[config.mk]
export PLATFORM = sky130hd
export DESIGN_NAME = video_timing_generator
export DESIGN_NICKNAME = d
export VERILOG_FILES = /design/src/rtl/video_timing_generator.sv
export SDC_FILE = /design/constraint.sdc
export NUM_CORES = 1
export LEC_CHECK = 0
export ABC_AREA = 1
export BUFFER_PORTS_ARGS = -buffer_cell sky130_fd_sc_hd__buf_2
export CORE_MARGIN = 3
export CORE_UTILIZATION = 45
export CTS_BUF_LIST = sky130_fd_sc_hd__clkbuf_16
export CTS_CLUSTER_DIAMETER = 200
export DETAILED_ROUTE_END_ITERATION = 6
export HOLD_SLACK_MARGIN = 0.02
export PLACE_DENSITY_LB_ADDON = 0.08
export REMOVE_ABC_BUFFERS = 1
export SETUP_SLACK_MARGIN = 0.02
export SLEW_MARGIN = 10
export SYNTH_ARGS = -nofsm -noshare
export SYNTH_HDL_FRONTEND = slang
export SYNTH_SLANG_ARGS = --single-unit
[constraint.sdc]
create_clock -name clk -period 3.9 [get_ports clk]
set_input_delay 0 -clock clk [delete_from_list [all_inputs] [get_ports clk]]
set_output_delay 0 -clock clk [all_outputs]
set_load 0.02 [all_outputs]
[src/rtl/video_timing_generator.sv]
`timescale 1ns/1ps
// video_timing_generator_pkg: standard selector shared by the timing
// generator, the encoder and the testbench.
package video_timing_generator_pkg;
   typedef enum logic [1:0] {
      STD_PAL   = 2'd0,
      STD_NTSC  = 2'd1,
      STD_SECAM = 2'd2
   } video_standard_e;
endpackage

// video_timing_generator: free-running raster timing source for the
// composite video encoder.
// Ports:
//   clk, rst_n        system clock, asynchronous active-low reset
//   video_standard    requested standard, sampled only at frame start
//   sync              1 = sync tip
//   newline/newframe  1-clk pulses at h=0 / (h=0,v=0)
//   qam_startburst    1-clk pulse at h=BURST_START on burst lines (PAL/NTSC)
//   secam_enabled     level, body lines of a SECAM frame
//   even_field        field parity, toggles with each newframe
//   active            active-video window
//   hpos/vpos         raster position aligned with the other outputs
//   cur_standard      standard latched for the current frame
module video_timing_generator
   import video_timing_generator_pkg::*;
#(
   parameter int unsigned LINE_CLKS_PAL  = 3072,
   parameter int unsigned LINE_CLKS_NTSC = 3051,
   parameter int unsigned HSYNC_CLKS     = 226,
   parameter int unsigned BURST_START    = 269,
   parameter int unsigned VIS_START      = 504,
   parameter int unsigned VIS_END        = 2976,
   parameter int unsigned LINES_PAL      = 312,
   parameter int unsigned LINES_NTSC     = 262,
   parameter int unsigned VBLANK_LINES   = 16
) (
   input  logic            clk,
   input  logic            rst_n,
   input  video_standard_e video_standard,
   output logic            sync,
   output logic            newline,
   output logic            newframe,
   output logic            qam_startburst,
   output logic            secam_enabled,
   output logic            even_field,
   output logic            active,
   output logic [11:0]     hpos,
   output logic [8:0]      vpos,
   output video_standard_e cur_standard
);

   localparam int unsigned HW = 12;
   localparam int unsigned VW = 9;

   localparam logic [HW-1:0] H_LAST_PAL    = HW'(LINE_CLKS_PAL - 1);
   localparam logic [HW-1:0] H_LAST_NTSC   = HW'(LINE_CLKS_NTSC - 1);
   localparam logic [HW-1:0] HALF_PAL      = HW'(LINE_CLKS_PAL / 2);
   localparam logic [HW-1:0] HALF_NTSC     = HW'(LINE_CLKS_NTSC / 2);
   localparam logic [HW-1:0] BROAD1_PAL    = HW'(LINE_CLKS_PAL / 2 - HSYNC_CLKS);
   localparam logic [HW-1:0] BROAD1_NTSC   = HW'(LINE_CLKS_NTSC / 2 - HSYNC_CLKS);
   localparam logic [HW-1:0] BROAD2_PAL    = HW'(LINE_CLKS_PAL - HSYNC_CLKS);
   localparam logic [HW-1:0] BROAD2_NTSC   = HW'(LINE_CLKS_NTSC - HSYNC_CLKS);
   localparam logic [HW-1:0] HSYNC_W       = HW'(HSYNC_CLKS);
   localparam logic [HW-1:0] EQ_W          = HW'(HSYNC_CLKS / 2);
   localparam logic [HW-1:0] BURST_H       = HW'(BURST_START);
   localparam logic [HW-1:0] VIS_S         = HW'(VIS_START);
   localparam logic [HW-1:0] VIS_E         = HW'(VIS_END);
   localparam logic [VW-1:0] V_LAST_PAL    = VW'(LINES_PAL - 1);
   localparam logic [VW-1:0] V_LAST_NTSC   = VW'(LINES_NTSC - 1);
   localparam logic [VW-1:0] VBLANK_V      = VW'(VBLANK_LINES);
   localparam logic [VW-1:0] V_BROAD_END   = VW'(3);
   localparam logic [VW-1:0] V_EQ_END      = VW'(6);

   // raster state
   logic [HW-1:0]   h_q, h_d;
   logic [VW-1:0]   v_q, v_d;
   video_standard_e std_q, std_d;
   logic            started_q, started_d;
   logic            field_q, field_d;

   // registered outputs
   logic            sync_q, sync_d;
   logic            newline_q, newline_d;
   logic            newframe_q, newframe_d;
   logic            qam_startburst_q, qam_startburst_d;
   logic            secam_enabled_q, secam_enabled_d;
   logic            even_field_q, even_field_d;
   logic            active_q, active_d;
   logic [HW-1:0]   hpos_q, hpos_d;
   logic [VW-1:0]   vpos_q, vpos_d;
   video_standard_e cur_standard_q, cur_standard_d;

   // line/field geometry of the latched standard
   logic [HW-1:0]   h_last, half, broad1_end, broad2_end, eq2_end;
   logic [VW-1:0]   v_last;
   logic            line_end, frame_end, body_line;

   // geometry select; SECAM shares PAL timing
   always_comb begin
      h_last     = H_LAST_PAL;
      half       = HALF_PAL;
      broad1_end = BROAD1_PAL;
      broad2_end = BROAD2_PAL;
      v_last     = V_LAST_PAL;
      if (std_q == STD_NTSC) begin
         h_last     = H_LAST_NTSC;
         half       = HALF_NTSC;
         broad1_end = BROAD1_NTSC;
         broad2_end = BROAD2_NTSC;
         v_last     = V_LAST_NTSC;
      end
      eq2_end = half + EQ_W;
   end

   // counter advance; the first cycle after reset only loads the standard
   always_comb begin
      h_d       = h_q;
      v_d       = v_q;
      std_d     = std_q;
      started_d = 1'b1;
      field_d   = field_q;
      line_end  = (h_q == h_last);
      frame_end = line_end && (v_q == v_last);
      if (!started_q) begin
         std_d = video_standard;
      end else if (line_end) begin
         h_d = '0;
         if (frame_end) begin
            v_d     = '0;
            std_d   = video_standard;
            field_d = ~field_q;
         end else begin
            v_d = v_q + VW'(1);
         end
      end else begin
         h_d = h_q + HW'(1);
      end
   end

   always_ff @(posedge clk or negedge rst_n) begin
      if (!rst_n) begin
         h_q       <= '0;
         v_q       <= '0;
         std_q     <= STD_PAL;
         started_q <= 1'b0;
         field_q   <= 1'b0;
      end else begin
         h_q       <= h_d;
         v_q       <= v_d;
         std_q     <= std_d;
         started_q <= started_d;
         field_q   <= field_d;
      end
   end

   // position decode, held at zero until the counters start running
   always_comb begin
      sync_d           = 1'b0;
      newline_d        = 1'b0;
      newframe_d       = 1'b0;
      qam_startburst_d = 1'b0;
      secam_enabled_d  = 1'b0;
      even_field_d     = 1'b0;
      active_d         = 1'b0;
      hpos_d           = '0;
      vpos_d           = '0;
      cur_standard_d   = STD_PAL;
      body_line        = (v_q >= VBLANK_V);
      if (started_q) begin
         if (v_q < V_BROAD_END) begin
            sync_d = (h_q < broad1_end) || ((h_q >= half) && (h_q < broad2_end));
         end else if (v_q < V_EQ_END) begin
            sync_d = (h_q < EQ_W) || ((h_q >= half) && (h_q < eq2_end));
         end else begin
            sync_d = (h_q < HSYNC_W);
         end
         newline_d        = (h_q == '0);
         newframe_d       = (h_q == '0) && (v_q == '0);
         qam_startburst_d = body_line && (h_q == BURST_H) && (std_q != STD_SECAM);
         secam_enabled_d  = body_line && (std_q == STD_SECAM);
         active_d         = body_line && (h_q >= VIS_S) && (h_q < VIS_E);
         even_field_d     = field_q;
         hpos_d           = h_q;
         vpos_d           = v_q;
         cur_standard_d   = std_q;
      end
   end

   always_ff @(posedge clk or negedge rst_n) begin
      if (!rst_n) begin
         sync_q           <= 1'b0;
         newline_q        <= 1'b0;
         newframe_q       <= 1'b0;
         qam_startburst_q <= 1'b0;
         secam_enabled_q  <= 1'b0;
         even_field_q     <= 1'b0;
         active_q         <= 1'b0;
         hpos_q           <= '0;
         vpos_q           <= '0;
         cur_standard_q   <= STD_PAL;
      end else begin
         sync_q           <= sync_d;
         newline_q        <= newline_d;
         newframe_q       <= newframe_d;
         qam_startburst_q <= qam_startburst_d;
         secam_enabled_q  <= secam_enabled_d;
         even_field_q     <= even_field_d;
         active_q         <= active_d;
         hpos_q           <= hpos_d;
         vpos_q           <= vpos_d;
         cur_standard_q   <= cur_standard_d;
      end
   end

   assign sync           = sync_q;
   assign newline        = newline_q;
   assign newframe       = newframe_q;
   assign qam_startburst = qam_startburst_q;
   assign secam_enabled  = secam_enabled_q;
   assign even_field     = even_field_q;
   assign active         = active_q;
   assign hpos           = hpos_q;
   assign vpos           = vpos_q;
   assign cur_standard   = cur_standard_q;

endmodule

Yosys cells after proc, flatten, opt, wreduce, memory -nomap -nowiden
Cells that the tools add are included.
{"block": "word_totals", "ff_bits": 55, "output_inout_bits": 30, "wordCells": 76}
{"block": "classes", "add_sub_neg": 3, "n_lt_le_gt_ge": 11, "eq_ne": 8, "n_mux": 22, "bitwise_logic": 1, "n_reduce_logical": 16}
{"op": "$lt A12 B12 Y1", "n": 3}
{"op": "$mux W12", "n": 2}
{"op": "$mux W9", "n": 2}
{"op": "$add A12 B1 Y12 const B", "n": 1}
{"op": "$add A12 B7 Y12 const B", "n": 1}
{"op": "$eq A12 B12 Y1", "n": 1}
{"op": "$eq A12 B9 Y1 const B", "n": 1}
{"op": "$ge A12 B12 Y1", "n": 1}
{"op": "$ge A12 B9 Y1 const B", "n": 1}
{"op": "$logic_not A12 Y1", "n": 1}
{"op": "$lt A12 B12 Y1 const B", "n": 1}
{"op": "$lt A12 B7 Y1 const B", "n": 1}
{"op": "$lt A12 B8 Y1 const B", "n": 1}
{"op": "$mux W10", "n": 1}
{"op": "$mux W5", "n": 2}
{"op": "$add A9 B1 Y9 const B", "n": 1}
{"op": "$eq A9 B9 Y1", "n": 1}
{"op": "$ge A9 B5 Y1 const B", "n": 1}
{"op": "$logic_and A1 B1 Y1", "n": 9}
{"op": "$logic_not A9 Y1", "n": 1}
{"op": "$lt A9 B2 Y1 const B", "n": 1}
{"op": "$lt A9 B3 Y1 const B", "n": 1}
{"op": "$mux W1", "n": 9}
{"op": "$mux W2", "n": 4}
{"op": "other kinds (10)", "n": 13}

Logic depth before layout (Yosys ltp)
{"block": "logic_depth", "ltp_word": 9, "ltp_mapped": 13, "depth_no_buf": 13}

Worst setup path after synthesis
OpenSTA, ideal clock, no wires.
{"block": "synth_timing", "path_type": "flip-flop to flip-flop", "from": "register std_q[1]", "to": "register field_q", "setup_time_ns": 0.122, "t_arrival_ns": 1.770, "required_ns": 3.778, "slack_ns": 2.008, "stages_incl_launch_ff": 11, "n_path_buf": 0, "path_cell_list": "dfrtp_1 > inv_1 > nand2_1 > ha_1 > inv_1 > nand2_1 > nor3_4 > nand2_4 > nor2_4 > nand3_2 > xnor2_2"}
{"block": "synth_via", "elab_chain_len": 5}
{"element": "start: declaration", "line_no": "78", "text": "video_standard_e std_q, std_d;"}
{"element": "start signal: assignment", "line_no": "151", "text": "std_q <= std_d;"}
{"element": "$eq A2 B1 Y1 (*)", "line_no": "106", "text": "if (std_q == STD_NTSC) begin"}
{"element": "$mux W5 / $mux W6 (equally long branches)", "line_no": "106"}
{"element": "$eq A12 B12 Y1 / $eq A9 B9 Y1 (equally long branches)", "line_no": "123, 124"}
{"element": "$logic_and A1 B1 Y1", "line_no": "124", "text": "frame_end = line_end && (v_q == v_last);"}
{"element": "$reduce_and A3 Y1 (no line) (*)"}
{"element": "end signal: assignment", "line_no": "153", "text": "field_q <= field_d;"}
{"element": "end: declaration", "line_no": "80", "text": "logic field_q, field_d;"}
Mark *: on every way between the ends. The rest lies on a longest branch, timed or not.
A chain may end at the register's enable or synchronous reset.

Worst setup path after layout
{"block": "layout_timing", "from": "register std_q[1]", "to": "register h_q[10]"}
{"block": "layout_via", "elab_chain_len": 4}
{"element": "$eq A2 B1 Y1", "line_no": "106"}
{"element": "$mux W5", "line_no": "106"}
{"element": "$eq A12 B12 Y1", "line_no": "123", "text": "line_end = (h_q == h_last);"}
{"element": "$mux W12", "line_no": "127", "text": "end else if (line_end) begin"}
{"element": "end signal: assignment", "line_no": "143", "text": "h_q <= '0;"}
{"element": "end signal: assignment", "line_no": "149", "text": "h_q <= h_d;"}
{"element": "end: declaration", "line_no": "76", "text": "logic [HW-1:0] h_q, h_d;"}
No other way between the ends.

==> metrics <==
HP Class=in2async; die area=7958 µm²; Die Height=89.21 µm; relative slew slack=55.21%; min cycle time layout=2.301 ns; worst slack, placed=1.618 ns; final setup fails=0; reg2reg path depth=11; Core Util, Final=53.98%; clk_lat worst skew=0.30 ns; Die W=89.21 µm; Seq pwr share=45.2%; total track usage=19.93%; DR DRC count=0; Starting Density=47.70%; FP Rows=29; CP Launch Type=flip-flop; Psw=0.0005772 W; first-pass GRT wire length=12.05 mm; Yosys top cell by area=dfrtp_1; drt first pass iters=4; Core ar.=6531 µm²; setup slack after layout=1.599 ns; I/O Buffers=33; Post-Route WL=7.250 mm; Sw Ratio=36.73%; FF+latch count, synth=55; Post-Syn Instances=391; Compound-Gate Fraction of Synth Area=5.663%; share of flip-flops with an asynchronous set or reset=100.0%; HPWL Detailed=5.435 mm; status=finished clean; Worst setup EP type=flip-flop; fmax=434.6 MHz; total of warnings raised by yosys=0; wire length per cell=14.36 µm; H-tree levels=2; XOR/XNOR share of the synthesized area=1.928%; EDFF count, synth=0; largest family of logic cells by synthesized area=simple AND/OR/NAND/NOR gates; share of post-route cells with drive strength above 1=16.59%; Synth area leaders=dfrtp_1 44%, nand2_1 12%, ha_1 7.6%; Power Total=0.001572 W; clk slew on worst S/H paths=0.07 ns; final hold violations=0; Worst-Margin Slew=0.6718 ns; most frequent cells after synthesis=99 x nand2_1, 57 x inv_1, 55 x dfrtp_1; Bufs on Longest Clock Path=2; CP arrival=2.48 ns; Initial DRC Count=103; area share of the largest cell type after synthesis=44.18%; main flop type after synthesis=dfrtp_1; unique cell type count in the Yosys netlist=35; ant diodes=0; Post-Syn Area=3115 µm²; Via density=5.069; Static Leak=2.042 nW; Slew Limit Fails=0; grt ovf=0; Post-Synth Adder-Cell Area=7.631%; power share of the combinational group=26.2%; IO Count=34; post-synthesis sequential area ratio=44.18%; Post-Syn Area per Cell=7.968 µm²; synthesis-to-layout area growth=13.17%; clock sink count=55; Cell Pwr Density=445.7 nW/µm²; clock share of power=28.5%; Max FO, Critical Path=11; initial antenna violation count=0; internal cell power=0.0009944 W; GP Congestion=0.9562; largest net degree at the start of global routing=56; most common cell in the synthesized netlist=nand2_1; Routed Antenna Nets=0; Filler cells=639; WHS=0.3526 ns; required time of the worst setup path=4.08 ns; clk_skew=0.007968 ns; Max VDD drop=0.2049 mV; WS Path Type=reg2reg; RSZ-0062 raised after global routing=false; via count=2560; Max Cap Viol=0; fin crit share=59.01%; TritonCTS Buffers=5; Synth Area in Simple Gates=31.33%; CTS tree=done; Root Buffer=clkbuf_16; setup bufs post-CTS=0; vias in the first global route=2416; Post-layout nets=450; setup_tns=0 ns; fraction of synthesized area in multiplexers=0%
power by group through the flow:
stage | Combinational (W) | Sequential (W) | Clock, W
after detailed placement | 0.000407 | 0.000720 | 0
final | 0.000412 | 0.000711 | 0.000448
after global routing | 0.000474 | 0.000721 | 0.000476
after global placement | 0.000408 | 0.000720 | 0
after CTS | 0.000411 | 0.000709 | 0.000463
after floorplan | 0.000270 | 0.000716 | 0
through the flow:
stage | instance area (µm²) | instances
6_report | 3526 | 505
5_1_grt | 3526 | 505
4_1_cts | 3526 | 505
3_5_place_dp | 3348 | 494
3_3_place_gp | 3348 | 494
2_1_floorplan | 3072 | 382
state kept, by name, summed over array words and instances (netlist names):
signal,cells
active,1
cur_standard,2
even_field,1
field_q,1
h_q,12
hpos,12
newframe,1
newline,1
qam_startburst,1
secam_enabled,1
started_q,1
std_q,2
sync,1
v_q,9
vpos,9
layout by cell type (no fill, tap or decap), drive strengths merged, types with 2 or more instances in the layout:
master / instances
nand2: 103
inv: 64
dfrtp: 55
nor2: 47
buf: 35
nand3: 30
ha: 19
a21oi: 14
nor3: 14
o21ai: 14
nand4: 8
xor2: 5
clkbuf: 5
dlygate4sd3: 3
clkinv: 3
a221oi: 2
nor4: 2
per-layer routing:
metal	track usage, %	wire [µm]	vias to the layer above
met4	5.954	65	0
met2	29.40	3236	70
met3	4.332	360	4
met1	29.34	3588	1193
met5	0	0	-
li1	-	-	1293
timing repair:
item | in CTS | in global routing
hold buffers | 3 | 0
gates resized for setup | 0 | 0
endpoints found under the setup margin | 0 | 0
endpoints found under the hold margin | 57 | 0
path summary, 6_finish.rpt:
check,slack (ns),from,to
min,0.35,rst_n,hpos[1]$_DFF_PN0_
min in group clk,0.44,video_standard[0],std_q[0]$_DFFE_PN0P_
max in group asynchronous,3.08,rst_n,qam_startburst$_DFF_PN0_
max,1.60,std_q[1]$_DFFE_PN0P_,h_q[10]$_DFFE_PN0P_
max reg2reg,1.60,std_q[1]$_DFFE_PN0P_,h_q[10]$_DFFE_PN0P_
min reg2reg,0.47,v_q[6]$_DFFE_PN0P_,vpos[6]$_DFF_PN0_
cell type report:
| class | count | area [µm²] | area share (%) |
|---|---|---|---|
| Multi-Input combinational cell | 263 | 1454 | 41.23 |
| Sequential cell | 55 | 1376 | 39.03 |
| Inverter | 64 | 241.5 | 6.849 |
| Timing Repair Buffer | 38 | 210.2 | 5.962 |
| Clock buffer | 5 | 125.1 | 3.549 |
| Tap cell | 77 | 96.34 | 2.732 |
| Clock inverter | 3 | 22.52 | 0.6388 |
cells by family (layout without fill, tap and decap cells):
logic type | after synthesis | count (layout)
AO/OA/AOI/OAI | 32 | 32
XOR/XNOR | 6 | 6
adder cells (fa/ha/maj) | 19 | 19
buffers and inverters | 73 | 110
flip-flops | 55 | 55
other | 1 | 1
AND/OR/NAND/NOR | 205 | 205
worst max-delay path, cell delays in order (launching register included):
cell and delay [ns]:
dfrtp_1 0.38, inv_1 0.08, nand2_1 0.28, ha_1 0.43
inv_1 0.11, nand2_1 0.11, nor3_2 0.15, nand3_2 0.14
nor2_4 0.23, inv_1 0.11, o21ai_0 0.09, a21oi_1 0.06
(Power assumes the default switching activity.)
